===== src/rtl/calc_key_player_pkg.sv =====
// Shared types and constants for the calculator key-sequence player.
package calc_key_pkg;

   localparam int unsigned DIGIT_W = 4;
   localparam int unsigned KEY_W   = 10;
   localparam int unsigned RES_W   = 5;
   localparam int unsigned CNT_W   = 8;

   localparam logic [DIGIT_W-1:0] DIGIT_MAX = DIGIT_W'(9);
   localparam logic [KEY_W-1:0]   KEY_IDLE  = 10'h3FF;

   typedef enum logic [3:0] {
      S_IDLE,
      S_CLEAR,
      S_ARM,
      S_PRESS_A,
      S_GAP_A,
      S_PRESS_B,
      S_SETTLE,
      S_EQ,
      S_HOLD,
      S_DONE
   } state_t;

   typedef struct packed {
      logic [DIGIT_W-1:0] a;
      logic [DIGIT_W-1:0] b;
      logic               sub;
   } cmd_t;

   // Result the calculator should show; subtraction wraps as 5-bit two's complement.
   function automatic logic [RES_W-1:0] expected_result(input cmd_t c);
      if (c.sub) return RES_W'(c.a) - RES_W'(c.b);
      return RES_W'(c.a) + RES_W'(c.b);
   endfunction

endpackage


===== src/rtl/calc_key_player_if.sv =====
// Command handshake between a test sequencer and the key player.
interface calc_key_player_if;
   import calc_key_pkg::*;

   logic               cmd_valid;
   logic               cmd_ready;
   logic [DIGIT_W-1:0] cmd_a;
   logic [DIGIT_W-1:0] cmd_b;
   logic               cmd_sub;

   modport master (output cmd_valid, cmd_a, cmd_b, cmd_sub, input cmd_ready);
   modport slave  (input cmd_valid, cmd_a, cmd_b, cmd_sub, output cmd_ready);
endinterface


===== src/rtl/key_onehot_enc.sv =====
// Decimal digit to active-low one-hot key bus, flagging digits above 9.
module key_onehot_enc
   import calc_key_pkg::*;
(
   input  logic [DIGIT_W-1:0] digit,
   output logic [KEY_W-1:0]   key_c,
   output logic               invalid_c
);

   always_comb begin
      invalid_c = (digit > DIGIT_MAX);
      key_c     = KEY_IDLE;
      if (!invalid_c) key_c = ~(KEY_W'(1) << digit);
   end

endmodule


===== src/rtl/calc_key_player.sv =====
// Replays START/A/B/EQUAL key protocol for one accepted add/subtract command.
// Optional RESULT_CHECK_EN adds the result input and a mismatch pulse alongside done.
module calc_key_player
   import calc_key_pkg::*;
#(
   parameter int unsigned CLR_CYC    = 1,
   parameter int unsigned PRESS_CYC  = 1,
   parameter int unsigned GAP_CYC    = 1,
   parameter int unsigned SETTLE_CYC = 3,
   parameter int unsigned HOLD_CYC   = 3
) (
   input  logic             CLK,
   input  logic             RST,
   calc_key_player_if.slave cmd,
   output logic [KEY_W-1:0] A,
   output logic [KEY_W-1:0] B,
   output logic             START,
   output logic             EQUAL,
   output logic             Addn_Sub,
   output logic             busy,
   output logic             done,
   output logic             err
`ifdef RESULT_CHECK_EN
   ,
   input  logic [RES_W-1:0] result,
   output logic             mismatch
`endif
);

   state_t             state;
   logic [CNT_W-1:0]   cnt;
   logic [KEY_W-1:0]   key_a;
   logic [KEY_W-1:0]   key_b;
   logic [KEY_W-1:0]   enc_a_c;
   logic [KEY_W-1:0]   enc_b_c;
   logic               inv_a_c;
   logic               inv_b_c;
   logic               last_c;

   key_onehot_enc u_enc_a (.digit(cmd.cmd_a), .key_c(enc_a_c), .invalid_c(inv_a_c));
   key_onehot_enc u_enc_b (.digit(cmd.cmd_b), .key_c(enc_b_c), .invalid_c(inv_b_c));

   assign last_c = (cnt == '0);

`ifdef RESULT_CHECK_EN
   logic [RES_W-1:0] exp_res;
   cmd_t             cmd_c;
   assign cmd_c = '{a: cmd.cmd_a, b: cmd.cmd_b, sub: cmd.cmd_sub};
`endif

   // Single-process sequencer: the shared counter is reloaded with N-1 on every state entry.
   always_ff @(posedge CLK) begin
      if (RST) begin
         state         <= S_IDLE;
         cnt           <= '0;
         key_a         <= KEY_IDLE;
         key_b         <= KEY_IDLE;
         A             <= KEY_IDLE;
         B             <= KEY_IDLE;
         START         <= 1'b1;
         EQUAL         <= 1'b0;
         Addn_Sub      <= 1'b0;
         busy          <= 1'b0;
         done          <= 1'b0;
         err           <= 1'b0;
         cmd.cmd_ready <= 1'b1;
`ifdef RESULT_CHECK_EN
         exp_res       <= '0;
         mismatch      <= 1'b0;
`endif
      end else begin
         done <= 1'b0;
         err  <= 1'b0;
`ifdef RESULT_CHECK_EN
         mismatch <= 1'b0;
`endif
         if (!last_c) cnt <= cnt - CNT_W'(1);

         case (state)
            S_IDLE, S_DONE: begin
               state         <= S_IDLE;
               busy          <= 1'b0;
               cmd.cmd_ready <= 1'b1;
               if (cmd.cmd_valid && cmd.cmd_ready) begin
                  if (inv_a_c || inv_b_c) begin
                     err <= 1'b1;
                  end else begin
                     key_a         <= enc_a_c;
                     key_b         <= enc_b_c;
                     Addn_Sub      <= cmd.cmd_sub;
`ifdef RESULT_CHECK_EN
                     exp_res       <= expected_result(cmd_c);
`endif
                     state         <= S_CLEAR;
                     cnt           <= CNT_W'(CLR_CYC - 1);
                     START         <= 1'b0;
                     busy          <= 1'b1;
                     cmd.cmd_ready <= 1'b0;
                  end
               end
            end
            S_CLEAR: if (last_c) begin
               state <= S_ARM;
               cnt   <= CNT_W'(GAP_CYC - 1);
               START <= 1'b1;
            end
            S_ARM: if (last_c) begin
               state <= S_PRESS_A;
               cnt   <= CNT_W'(PRESS_CYC - 1);
               A     <= key_a;
            end
            S_PRESS_A: if (last_c) begin
               state <= S_GAP_A;
               cnt   <= CNT_W'(GAP_CYC - 1);
               A     <= KEY_IDLE;
            end
            S_GAP_A: if (last_c) begin
               state <= S_PRESS_B;
               cnt   <= CNT_W'(PRESS_CYC - 1);
               B     <= key_b;
            end
            S_PRESS_B: if (last_c) begin
               state <= S_SETTLE;
               cnt   <= CNT_W'(SETTLE_CYC - 1);
               B     <= KEY_IDLE;
            end
            S_SETTLE: if (last_c) begin
               state <= S_EQ;
               cnt   <= CNT_W'(PRESS_CYC - 1);
               EQUAL <= 1'b1;
            end
            S_EQ: if (last_c) begin
               state <= S_HOLD;
               cnt   <= CNT_W'(HOLD_CYC - 1);
               EQUAL <= 1'b0;
            end
            S_HOLD: if (last_c) begin
               state         <= S_DONE;
               done          <= 1'b1;
               cmd.cmd_ready <= 1'b1;
`ifdef RESULT_CHECK_EN
               mismatch      <= (result != exp_res);
`endif
            end
            default: begin
               state         <= S_IDLE;
               busy          <= 1'b0;
               cmd.cmd_ready <= 1'b1;
            end
         endcase
      end
   end

endmodule


===== src/flat_wrapper.sv =====
// flat-port wrapper written by rule: the top's interface ports become plain ports
module calc_key_player_flat import calc_key_pkg::*;
#(
   parameter int unsigned CLR_CYC    = 1,
   parameter int unsigned PRESS_CYC  = 1,
   parameter int unsigned GAP_CYC    = 1,
   parameter int unsigned SETTLE_CYC = 3,
   parameter int unsigned HOLD_CYC   = 3
)
  (CLK, RST, A, B, START, EQUAL, Addn_Sub, busy, done, err, cmd_cmd_valid, cmd_cmd_a, cmd_cmd_b, cmd_cmd_sub, cmd_cmd_ready);
  calc_key_player_if cmd_i ();
  input  logic CLK;
  input  logic RST;
  output logic [KEY_W-1:0] A;
  output logic [KEY_W-1:0] B;
  output logic START;
  output logic EQUAL;
  output logic Addn_Sub;
  output logic busy;
  output logic done;
  output logic err;
  input wire logic [$bits(cmd_i.cmd_valid)-1:0] cmd_cmd_valid;
  input wire logic [$bits(cmd_i.cmd_a)-1:0] cmd_cmd_a;
  input wire logic [$bits(cmd_i.cmd_b)-1:0] cmd_cmd_b;
  input wire logic [$bits(cmd_i.cmd_sub)-1:0] cmd_cmd_sub;
  output wire logic [$bits(cmd_i.cmd_ready)-1:0] cmd_cmd_ready;
  assign cmd_i.cmd_valid = cmd_cmd_valid;
  assign cmd_i.cmd_a = cmd_cmd_a;
  assign cmd_i.cmd_b = cmd_cmd_b;
  assign cmd_i.cmd_sub = cmd_cmd_sub;
  assign cmd_cmd_ready = cmd_i.cmd_ready;
  calc_key_player #(.CLR_CYC(CLR_CYC), .PRESS_CYC(PRESS_CYC), .GAP_CYC(GAP_CYC), .SETTLE_CYC(SETTLE_CYC), .HOLD_CYC(HOLD_CYC)) u_core (.CLK(CLK), .RST(RST), .cmd(cmd_i), .A(A), .B(B), .START(START), .EQUAL(EQUAL), .Addn_Sub(Addn_Sub), .busy(busy), .done(done), .err(err));
endmodule

===== config.mk =====
export PLATFORM = sky130hd
export DESIGN_NAME = calc_key_player_flat
export DESIGN_NICKNAME = d
export VERILOG_FILES = /design/src/rtl/calc_key_player_pkg.sv /design/src/rtl/calc_key_player_if.sv /design/src/rtl/key_onehot_enc.sv /design/src/rtl/calc_key_player.sv /design/src/flat_wrapper.sv
export SDC_FILE = /design/constraint.sdc
export NUM_CORES = 1
export LEC_CHECK = 0
export CAP_MARGIN = 25
export CORE_UTILIZATION = 58
export DETAILED_ROUTE_END_ITERATION = 10
export PLACE_DENSITY = 0.85
export SETUP_SLACK_MARGIN = 0.3
export SLEW_MARGIN = 5
export SYNTH_ARGS = -nofsm -noshare
export SYNTH_HDL_FRONTEND = slang
export SYNTH_SLANG_ARGS = --single-unit

===== constraint.sdc =====
create_clock -name CLK -period 6.4 [get_ports CLK]
set_input_delay 0.96 -clock CLK [delete_from_list [all_inputs] [get_ports CLK]]
set_output_delay 0.96 -clock CLK [all_outputs]
set_load 0.03 [all_outputs]

Yosys cells after proc, flatten, opt, wreduce, memory -nomap -nowiden. Index checks and enable logic that the tools add are counted.

Logic and storage cells: 103. Input port bits: 12. Register bits after elaboration: 59.

Reduce and logical (&&, ||, !) cells: 22. Add/subtract/negate cells: 1. Shifts and indexed selects: 2. Mux-type cells: 37. Magnitude comparators: 2. Equal/unequal tests: 19. Bitwise gates (word level): 7.

Operators by type and width (number): $mux 10 (5); $mux 8 (5); $pmux 10 s2 (2); $mux 4 (9); $pmux 4 s9 (1); $pmux 8 s3 (1); $not 10->10 (2); $shl 1x4->10 const A (2); $ne 2x1->1 const B (9); $eq 4x3->1 const B (4); $reduce_and 3->1 (4); $mux 1 (10); $eq 4x2->1 const B (2); $eq 4x4->1 const B (2); $gt 4x4->1 const B (2); $logic_not 8->1 (1); $reduce_and 8->1 (1); $reduce_bool 2->1 (4); $reduce_or 8->1 (1); $sub 8x1->8 const B (1); $reduce_or 7->1 (1); $pmux 1 s2 (3); $reduce_or 2->1 (3); $not 1->1 (5); 10 further kinds (10).

Logic depth before layout (Yosys ltp).
Word-level depth: 5. Depth in mapped cells: 9. Depth with buffers taken out: 8.

Modules after synthesis. From an unflattened synthesis, not the netlist that was laid out.

Cells, all modules: 313. Area total of the unflattened synthesis: 2703.8 sq um.

Modules (own cells, without submodules): calc_key_player (seq. area each 1181.1 sq um, cells an instance 285, area an instance 2456.1 sq um, instances 1); key_onehot_enc (seq. area each 0.0 sq um, cells an instance 14, area an instance 123.9 sq um, instances 2).

Worst setup path after synthesis. Ideal clock, no wire load.

Path type: reg-to-reg. From: register u_core.cnt[0]. To: register u_core.cnt[0]. Arrival: 2.094 ns. Cell stages (with the launch flop): 10. Setup time: 0.070 ns. Slack: 4.235 ns. Cell sequence: dfxtp_1 inv_1 ha_1 or3b_2 buf_4 nor2_8 inv_2 ha_1 or3_1 a21oi_1.

Word-level cells in the longest chain between the ends: 5. Elaborated cells on any way between the ends: 8. Classes of those cells: add/sub (1); mux (6); reduce/logical (1).

RTL lines: from (decl) (line calc_key_player.sv:31) `logic [CNT_W-1:0] cnt;`; from (signal assigned) (line calc_key_player.sv:77) `if (!last_c) cnt <= cnt - CNT_W'(1);`; from (signal assigned) (line calc_key_player.sv:95) `cnt <= CNT_W'(CLR_CYC - 1);`; from (signal assigned) (line calc_key_player.sv:104) `cnt <= CNT_W'(GAP_CYC - 1);`; $sub 8x1->8 / $logic_not 8->1 (equally long branches) (line calc_key_player.sv:77, calc_key_player.sv:43); $mux 8 (line calc_key_player.sv:77); $mux 8 (line calc_key_player.sv:85) `if (inv_a_c || inv_b_c) begin`; $mux 8 (line calc_key_player.sv:84) `if (cmd.cmd_valid && cmd.cmd_ready) begin`; $pmux 8 s3 (*) (line calc_key_player.sv:79) `case (state)`.

Mark *: on every way between the ends. The rest lies on a longest branch, timed or not. A chain may end at the register's enable or synchronous reset.

Worst setup path after layout.
From: input port cmd_cmd_b[1]. To: register u_core.key_a[2].

Word-level cells in the longest chain between the ends: 4.

RTL lines: from (decl) (line flat_wrapper.sv:24) `input wire logic [$bits(cmd_i.cmd_b)-1:0] cmd_cmd_b;`; $gt 4x4->1 (line key_onehot_enc.sv:11) `invalid_c = (digit > DIGIT_MAX);`; $logic_or 1x1->1 (line calc_key_player.sv:85); $not 1->1 (no source line); $reduce_and 3->1 (no source line); to (signal assigned) (line calc_key_player.sv:88) `key_a <= enc_a_c;`; to (decl) (line calc_key_player.sv:32) `logic [KEY_W-1:0] key_a;`.

No other way between the ends.

==> impl_summary.log <==
[metrics] Crit path max-delay family: buffers and inverters
[metrics] Worst Skew: between 0.006 and 0.007 ns
[metrics] number of max-slew violations in the final report: 0
[metrics] Total GRT Usage: 22.6%
[metrics] worst hold path type: flip-flop to flip-flop
[metrics] proportion of layout cells with a drive suffix above 1: about 7.6%
[metrics] via count: around 2,100
[metrics] maximum vdd ir drop: just over 200 uV
[metrics] nets@finish: ~340
[metrics] number of antenna violations at the first check in global routing: 0
[metrics] number of unique standard cell types used by synthesis: 39
[metrics] Setup-failing EPs final: 0
[metrics] Die Footprint: 4810 sq um
[metrics] total power divided by cell area: around 330 nW/um^2
[metrics] Pre-antenna DRT Iters: 5
[metrics] Slowest-stage cell, CP: clkdlybuf4s50_1
[metrics] TritonCTS sink count: 59
[metrics] total negative setup slack: 0 ns
[metrics] Hold Startpoint: u_core.START$_SDFFE_PP1P_
[metrics] setup slack of the critical path after layout: 3.78 ns
[metrics] Mapped Cells: around 300
[metrics] setup fix buffers added after clock tree synthesis: 0
[metrics] DRC marker count from the first detailed-route iteration: approximately 150
[metrics] post-synthesis sequential area ratio: around 45%
[metrics] buffers added on ports: 38
[metrics] Die Height: between 60 and 70 um
[metrics] # IOs: 39
[metrics] count of antenna-violating nets left after detailed routing: 0
[metrics] clock tree from TritonCTS: yes
[metrics] Worst Tran Pin Value: about 0.66 ns
[metrics] maximum number of pins on one net before global-route repair: 68
[metrics] setup repair after global routing missed its margin: no
[metrics] core outline area: between 4000 and 5000 sq um
[metrics] Worst-Skew Late Latency: around 0.34 ns
[metrics] cell depth of the worst min-delay path: 2
[metrics] worst slew margin relative to its limit: 55.6%
[metrics] hold buffers post-CTS: 0
[metrics] number of rows in the core area: 24
[metrics] endpoint kind of the worst setup timing path: flip-flop
[metrics] Final Hold Violating Endpoints: 0
[metrics] register bit count reported by yosys: slightly below 60
[metrics] vias in the first global route: 1,889
[metrics] type of element launching the critical path: input pin
[metrics] post-detailed-route DRC marker count: 0
[metrics] final critical delay including setup and external delays: 2.62 ns
[metrics] total wirelength of the detailed-routed design: about 5200 um
[metrics] Final Total Pwr: around 1.1 mW
[metrics] top flip-flop cell by instance count after synthesis: dfxtp_1
[metrics] Netlist Area Pre-Place: roughly 2600 sq um
[metrics] total buffers and inverters traversed by the critical path: 2
[metrics] relative area change from synthesis to final layout: 20.6%
[metrics] number of instances resized during post-cts repair: 0
[metrics] outcome: finished clean
[metrics] max capacitance violation total: 0
[metrics] proportion of register bits with asynchronous set or reset after synthesis: 0%
[metrics] Tcrit/Tclk final: 41.0%
[metrics] Vias/cell: roughly 5.6
[metrics] Fmax: 381 MHz
[metrics] reg-to-reg endpoint: u_core.cnt[0]$_SDFF_PP0_
[metrics] Clk pin slew, worst setup/hold paths: 0.06 ns
[metrics] Worst setup startpoint: cmd_cmd_b[1]
[metrics] Worst Path Required: around 6.6 ns
[metrics] minimum setup slack among reg-to-reg paths: a little over 4 ns
[metrics] Routability Congestion: ~0.80
[metrics] horizontal die dimension: just under 70 um
[metrics] Crit path depth: 6
[metrics] standby leakage power: 1.44 nW
[metrics] count of inserted antenna diode cells: 0
[metrics] source of the worst register-to-register timing path: u_core.cnt[0]$_SDFF_PP0_
[metrics] worst min-delay path endpoint: u_core.START$_SDFFE_PP1P_
[metrics] root buffer cell: clkbuf_8
[metrics] CP cell instances: clkdlybuf4s50_1 -> o21ai_0 -> and4_1 -> buf_4 -> and3_1 -> o21bai_1
[metrics] number of enable flip-flop cells after synthesis: 0
[metrics] Setup Slack @ Placement: 3.43 ns
[metrics] synthesis warning total: 0
[metrics] worst-path maximum fanout: 42
[metrics] initial core utilization: about 60%
[metrics] slowest cell delay on critical path: 0.48 ns
[metrics] Clock Path Buffers: 2
[metrics] number of CTS-inserted buffers: 9
[metrics] Worst R2R Path Depth: 8
[metrics] mean area per synthesized cell: between 8 and 9 sq um
[metrics] critical path class: input pin to flip-flop
[metrics] first-pass GRT wire length: 8560 um
[metrics] total gr overflow: 0
[metrics] arrival time at the worst endpoint: 2.85 ns
[metrics] wire length per cell: ~14 um
[metrics] CTS HTree Levels: 3
[metrics] DPL Wire Length: roughly 3200 um
[metrics] net count after synthesis: about 310
cell usage after synthesis, types with 2 or more instances:
cell,number,area share (%)
dfxtp_1,59,45
nor2_1,55,7.8
o21bai_1,31,8.8
nor3_1,28,5.3
and3_1,13,3.1
mux2i_1,12,4.6
a21oi_1,10,1.9
clkbuf_1,9,1.3
nor2b_1,9,2.1
xnor2_1,7,2.3
buf_2,6,1.1
buf_4,6,1.7
and4_1,5,1.7
and4b_1,4,1.5
inv_1,4,0.57
nand2_1,4,0.57
nand3_1,4,0.76
nand4_1,3,0.71
o21ai_0,3,0.57
a211oi_1,2,0.57
ha_1,2,0.95
nor3b_1,2,0.57
o31ai_1,2,0.57
or3_1,2,0.48
power by group:
group / switching (mW) / internal, mW
Combinational: 0.165 / 0.125
Clock: 0.139 / 0.191
Sequential: 0.0381 / 0.396
registers in the layout, indices dropped and copies added (netlist names), 4 cells and up:
signal / cells
u_core.cnt: 8
u_core.key_a: 10
u_core.key_b: 10
u_core.A: 10
u_core.B: 10
u_core.state: 4
through the flow:
step | hold slack, ns | utilization, % | std cells | instance area, sq um
floorplan | 0.465 | - | 297 | 2630
global placement | 0.467 | 67.8 | 365 | 2950
detailed placement | 0.467 | 67.8 | 365 | 2950
CTS | 0.476 | 72.4 | 380 | 3150
global route | 0.531 | 72.8 | 381 | 3170
finish | 0.476 | 72.8 | 381 | 3170
layout make-up:
| type | instances | area, sq um |
|---|---|---|
| tap | 52 | 65.1 |
| multi-input combinational | 210 | 1310 |
| timing repair buffer | 40 | 403 |
| clock buffer | 14 | 193 |
| sequential | 59 | 1180 |
| fill | 334 | 1180 |
| clock inverter | 1 | 5.00 |
| inverter | 5 | 18.8 |
how the worst max path moves through the flow:
| stage | to | slack (ns) |
|---|---|---|
| after CTS | u_core.Addn_Sub$_SDFFE_PP0P_ | 3.80 |
| final | u_core.key_a[2]$_SDFFE_PP1P_ | 3.78 |
| after global routing | u_core.cnt[3]$_SDFF_PP0_ | 3.63 |
| after detailed placement | u_core.Addn_Sub$_SDFFE_PP0P_ | 3.43 |
| after global placement | u_core.Addn_Sub$_SDFFE_PP0P_ | 3.50 |
| after floorplan | u_core.cnt[0]$_SDFF_PP0_ | 4.24 |
worst min-delay path: cells and delay by family, from the launching register on:
family	cells	cell delay (ns)
AO/OA/AOI/OAI	1	0.07
buffers and inverters	1	0.05
flip-flops	1	0.31
cells by family (layout without fill, tap and decap cells):
logic type | Yosys count | after routing | synth area share, %
and+or+nand+nor | 138 | 138 | 28.4
DFF | 59 | 59 | 44.9
AOI/OAI and AO/OA | 50 | 50 | 13.1
buffers and inverters | 28 | 60 | 5.42
muxes | 12 | 12 | 4.57
xor gates and xnor gates | 8 | 8 | 2.66
adders and majority gates | 2 | 2 | 0.951
per-layer routing:
| metal | share of wire [%] | wire length, um | vias to the layer above | global-route usage [%] |
|---|---|---|---|---|
| met3 | 4.6 | 240 | 14 | 4.80 |
| met5 | 0 | 0 | - | 0 |
| li1 | - | - | 1094 | - |
| met4 | 2.0 | 104 | 0 | 13.6 |
| met2 | 45 | 2360 | 53 | 36.0 |
| met1 | 48 | 2510 | 986 | 27.9 |
layout by cell type (no fill, tap or decap), types with 5 or more instances in the layout:
cell	netlist	final
nor2_1	55	55
dfxtp_1	59	59
o21bai_1	31	31
a21oi_1	10	10
and3_1	13	13
nor3_1	28	28
clkdlybuf4s50_1	0	37
xnor2_1	7	7
and4_1	5	5
clkbuf_8	0	14
nor2b_1	9	9
mux2i_1	12	12
(Power assumes the default switching activity.)
